File: src/rtl/m_seq_pkg.sv
// Shared constants for the m-sequence generator: maximal-length tap masks
// and the period of a maximal sequence for a given register width.
package m_seq_pkg;

  localparam int SEQ_WIDTH_MIN = 3;
  localparam int SEQ_WIDTH_MAX = 16;

  // Period of a maximal-length sequence: every nonzero state visited once.
  function automatic int seq_period(input int width);
    return (1 << width) - 1;
  endfunction

  // Feedback masks giving maximal length with a left-shifting register whose
  // feedback bit enters at bit 0. Bit WIDTH-1 is always set.
  function automatic logic [15:0] max_len_taps(input int width);
    case (width)
      3:       return 16'h0006;
      4:       return 16'h000C;
      5:       return 16'h0014;
      6:       return 16'h0030;
      7:       return 16'h0060;
      8:       return 16'h00B8;
      9:       return 16'h0110;
      10:      return 16'h0240;
      11:      return 16'h0500;
      12:      return 16'h0829;
      13:      return 16'h100D;
      14:      return 16'h2015;
      15:      return 16'h6000;
      16:      return 16'hD008;
      default: return 16'h0000;
    endcase
  endfunction

endpackage

File: src/rtl/m_seq_period_chk.sv
// Period monitor: counts steps since the last load/reset and flags any step
// where returning to the start value disagrees with the expected period.
module m_seq_period_chk
  import m_seq_pkg::*;
#(
  parameter int               WIDTH     = 3,
  parameter logic [WIDTH-1:0] SEED_INIT = 3'b101
) (
  input  logic             clk,
  input  logic             rst,
  input  logic             load,
  input  logic             step,
  input  logic [WIDTH-1:0] load_val,
  input  logic [WIDTH-1:0] next_state,
  output logic             sync,
  output logic             period_err
);

  localparam logic [WIDTH-1:0] CNT_LAST = WIDTH'(seq_period(WIDTH) - 1);

  logic [WIDTH-1:0] start_q;
  logic [WIDTH-1:0] cnt_q;
  logic [WIDTH-1:0] cnt_nxt;
  logic             mismatch;

  assign cnt_nxt  = (cnt_q == CNT_LAST) ? '0 : cnt_q + WIDTH'(1);
  assign mismatch = (next_state == start_q) != (cnt_nxt == '0);
  assign sync     = (cnt_q == '0);

  always_ff @(posedge clk) begin
    if (rst) begin
      start_q    <= SEED_INIT;
      cnt_q      <= '0;
      period_err <= 1'b0;
    end else if (load) begin
      start_q    <= load_val;
      cnt_q      <= '0;
      period_err <= 1'b0;
    end else if (step) begin
      cnt_q <= cnt_nxt;
      if (mismatch) period_err <= 1'b1;
    end
  end

endmodule

File: src/rtl/m_seq_gen.sv
// Fibonacci-style LFSR m-sequence generator with seed load, zero-seed
// substitution and a sticky period-violation monitor.
module m_seq_gen
  import m_seq_pkg::*;
#(
  parameter int               WIDTH     = 3,
  parameter logic [WIDTH-1:0] TAPS      = 3'b101,
  parameter logic [WIDTH-1:0] SEED_INIT = 3'b101
) (
  input  logic             clk,
  input  logic             rst,
  input  logic             en,
  input  logic             load,
  input  logic [WIDTH-1:0] seed,
  output logic             m_out,
  output logic [WIDTH-1:0] state,
  output logic             sync,
  output logic             zero_fix,
  output logic             period_err
);

  if (WIDTH < SEQ_WIDTH_MIN || WIDTH > SEQ_WIDTH_MAX) begin : g_bad_width
    $error("m_seq_gen: WIDTH must be in 3..16");
  end
  if (SEED_INIT == '0) begin : g_bad_seed
    $error("m_seq_gen: SEED_INIT must be nonzero");
  end
  if (!TAPS[WIDTH-1]) begin : g_bad_taps
    $error("m_seq_gen: TAPS must include bit WIDTH-1");
  end

  logic [WIDTH-1:0] state_q;
  logic [WIDTH-1:0] state_nxt;
  logic [WIDTH-1:0] load_val;
  logic             fb;
  logic             seed_zero;
  logic             step;
  logic             zero_fix_q;

  assign seed_zero = (seed == '0);
  // A zero seed would lock the register, so it is replaced by SEED_INIT.
  assign load_val  = seed_zero ? SEED_INIT : seed;
  assign fb        = ^(state_q & TAPS);
  assign state_nxt = {state_q[WIDTH-2:0], fb};
  assign step      = en & ~load;

  always_ff @(posedge clk) begin
    if (rst) begin
      state_q    <= SEED_INIT;
      zero_fix_q <= 1'b0;
    end else begin
      zero_fix_q <= load & seed_zero;
      if (load)     state_q <= load_val;
      else if (en)  state_q <= state_nxt;
    end
  end

  assign state    = state_q;
  assign m_out    = state_q[WIDTH-1];
  assign zero_fix = zero_fix_q;

  m_seq_period_chk #(
    .WIDTH     (WIDTH),
    .SEED_INIT (SEED_INIT)
  ) u_period_chk (
    .clk        (clk),
    .rst        (rst),
    .load       (load),
    .step       (step),
    .load_val   (load_val),
    .next_state (state_nxt),
    .sync       (sync),
    .period_err (period_err)
  );

endmodule

File: config.mk
export PLATFORM = sky130hd
export DESIGN_NAME = m_seq_gen
export DESIGN_NICKNAME = d
export VERILOG_FILES = /design/src/rtl/m_seq_pkg.sv /design/src/rtl/m_seq_period_chk.sv /design/src/rtl/m_seq_gen.sv
export SDC_FILE = /design/constraint.sdc
export NUM_CORES = 1
export LEC_CHECK = 0
export BUFFER_PORTS_ARGS = -buffer_cell sky130_fd_sc_hd__buf_2
export CELL_PAD_IN_SITES_DETAIL_PLACEMENT = 0
export CELL_PAD_IN_SITES_GLOBAL_PLACEMENT = 1
export CORE_MARGIN = 5
export CORE_UTILIZATION = 30
export CTS_CLUSTER_DIAMETER = 50
export DETAILED_ROUTE_END_ITERATION = 10
export GPL_TIMING_DRIVEN = 0
export PLACE_DENSITY_LB_ADDON = 0.1
export SLEW_MARGIN = 20
export SYNTH_ARGS = -nofsm -noshare
export SYNTH_HDL_FRONTEND = slang
export SYNTH_SLANG_ARGS = --single-unit
export TNS_END_PERCENT = 5
File: constraint.sdc
create_clock -name clk -period 4.2 [get_ports clk]
set_clock_uncertainty 0.15 [all_clocks]
set_input_delay 0.84 -clock clk [delete_from_list [all_inputs] [get_ports clk]]
set_output_delay 0.84 -clock clk [all_outputs]
set_load 0.005 [all_outputs]
==> reports/summary.txt <==
count of final hold-check violations - 0
Cell Pwr Density - 343.2 nW/um^2
Die X - 51.71 microns
IO Count - 14
setup bufs post-CTS - 0
number of synthesized flops with an enable pin - 0
drt first pass iters - 4
Layout area overhead - 21.58%
clock slew at reported path FFs - 0.07 ns
clock network latency to the later pin of the worst-skew pair - 0.26 ns
max cap viols - 0
register area share after synthesis - 0.4221
Syn Std Cell Area - 521.8 sq um
die height - 51.71 microns
Total Power - 217.7 uW
Tot GR Track Use - 0.09934
Critical Path Slowest Stage Cell - dfxtp_1
# port buffers - 13
FF+latch count, synth - 11
Clock Path Buffers - 2
Final min period - 1.927 ns
status - completed
Avg Cell Area, Syn - 8.843 sq um
final hold slack - 0.3304 ns
Post-layout nets - 84
fmax - 518.8 MHz
routed length per instance - 11.35 microns
Mapped Cells - 59
layout cells sized above 1 - 0.2632
crit-path cells - nor3_1 > buf_2
Reg2Reg Launch Point - state[2]
setup_tns - 0 ns
Setup Crit Path Kind - reg2out
CP max FO - 6
unrepaired setup endpoints after global routing - no
drt initial violations - 7
CP peak stage delay - 0.36 ns
commonest non-fill, non-tap cell in the layout - buf_2
initial antenna violation count - 0
flop2flop setup slack - 2.81 ns
final WL - 1.056 mm
DR vias - 454
worst reg2reg endpoint - u_period_chk.period_err
post-synthesis cell type count - 25
Final WS setup - 2.273 ns
hpwl dp - 815 microns
GRT overflow - 0
Arr. time, crit path - 0.94 ns
total CTS buffers - 3
number of global-route vias before repair - 421
Synth Net Count - 66
Worst slew margin - 0.8547
hold path depth - 1
Async S/R FF share, synth - 0
drc violations - 0
first-pass GRT wire length - 1.925 mm
Critical Path Start - u_period_chk.cnt_q[2]
Min-Delay Endpoint - u_period_chk.period_err
# rows - 15
Synth Flop Type - dfxtp_1
ANT cells - 0
placer congestion estimate - 0.7051
fin crit share - 0.4589
Ys Warns - 0
Setup Viol. Count Final - 0
beginning of the worst hold path - u_period_chk.period_err
worst path required time - 3.21 ns
Max IR drop VDD - 0.2020 mV
die area - 2673 sq um
TritonCTS clock tree - built
cell area after layout - 634.4 sq um
slew of the pin with the lowest slew margin - 0.2170 ns
most frequent cells in the layout - buf_2 (15), dfxtp_1 (11), nor2_1 (10), mux2i_1 (4)
Worst R2R Path Depth - 4
DRT antenna net count - 0
number of H-tree levels - 1
Initial Util - 0.3089
P_leak - 0.0002938 uW
CORE AREA - 1689 sq um
vias per inst - 4.882
root buf cell - clkbuf_4
largest net degree at the start of global routing - 11
clk sink count - 11
dpl ws - 2.285 ns
Startpoint Class - register
Post-CTS Hold Fix Bufs - 0
Final Max Slew Viols - 0
CTS resizes - 0
Critical Path Sink Type - output pin
placed inst area - 608.1 sq um
Hold Path Class - reg2reg
-- metrics by stage --
step / util / instances
2_1_floorplan: - / 59
3_3_place_gp: 0.3600 / 89
3_5_place_dp: 0.3600 / 89
4_1_cts: 0.3756 / 93
5_1_grt: 0.3756 / 93
6_report: 0.3756 / 93
-- how the worst max path moves through the flow --
stage          depth (start not counted)                 endpoint  slack (ns)
2_1_floorplan                          5  u_period_chk.period_err        2.46
3_3_place_gp                           6  u_period_chk.period_err        2.29
3_5_place_dp                           6  u_period_chk.period_err        2.29
4_1_cts                                2                     sync        2.25
5_1_grt                                2                     sync        2.16
6_report                               2                     sync        2.27
-- sequential cells by signal, summed over array words and instances (netlist names) --
| signal | cells |
|---|---|
| state | 3 |
| u_period_chk.cnt_q | 3 |
| u_period_chk.period_err | 1 |
| u_period_chk.start_q | 3 |
| zero_fix | 1 |
-- final cells by class --
class                   count  area, sq um
repair buffers             13        65.06
well taps                  17        21.27
fillers                   186         1055
multi-input cells          44        280.3
clock buffers               4        26.28
plain buffers               3        17.52
flip-flops and latches     11        220.2
inverters                   1        3.754
-- cell families (layout without fill, tap and decap cells) --
kind of cell,after synthesis,count (layout),synth area share
multiplexers,6,6,0.1199
flip-flops,11,11,0.4221
AO/OA/AOI/OAI,11,11,0.1487
buffers and inverters,4,21,0.04077
AND/OR/NAND/NOR,24,24,0.2182
XOR/XNOR,3,3,0.05037
-- power by group --
| part | internal [uW] | switching [uW] |
|---|---|---|
| clock | 36.7 | 35.6 |
| combinational | 16.3 | 15.2 |
| sequential | 109 | 4.89 |
-- metal layers --
layer | GRT usage | wire length (microns) | up-vias
met1 | 0.1441 | 616 | 200
met4 | 0.03930 | 6 | 0
li1 | - | - | 243
met5 | 0 | 0 | -
met3 | 0.04298 | 53 | 2
met2 | 0.1250 | 379 | 9
-- critical path: cells and delay by family, from the launching register on --
| kind | cells | cell delay, ns |
|---|---|---|
| buffers and inverters | 1 | 0.13 |
| DFF | 1 | 0.36 |
| and+or+nand+nor | 1 | 0.18 |
-- synth_stat cells, types with 2 or more instances --
| library cell | n | area, sq um |
|---|---|---|
| xnor2_1 | 3 | 26.28 |
| nor3_1 | 3 | 15.01 |
| o21bai_1 | 2 | 15.01 |
| buf_2 | 2 | 10.01 |
| nor2_1 | 10 | 37.54 |
| nand2_1 | 3 | 11.26 |
| dfxtp_1 | 11 | 220.2 |
| nand4_1 | 2 | 12.51 |
| a21oi_1 | 2 | 10.01 |
| nand2b_1 | 3 | 18.77 |
| mux2i_1 | 4 | 40.04 |
No activity file was read; power rests on OpenSTA's default activity.
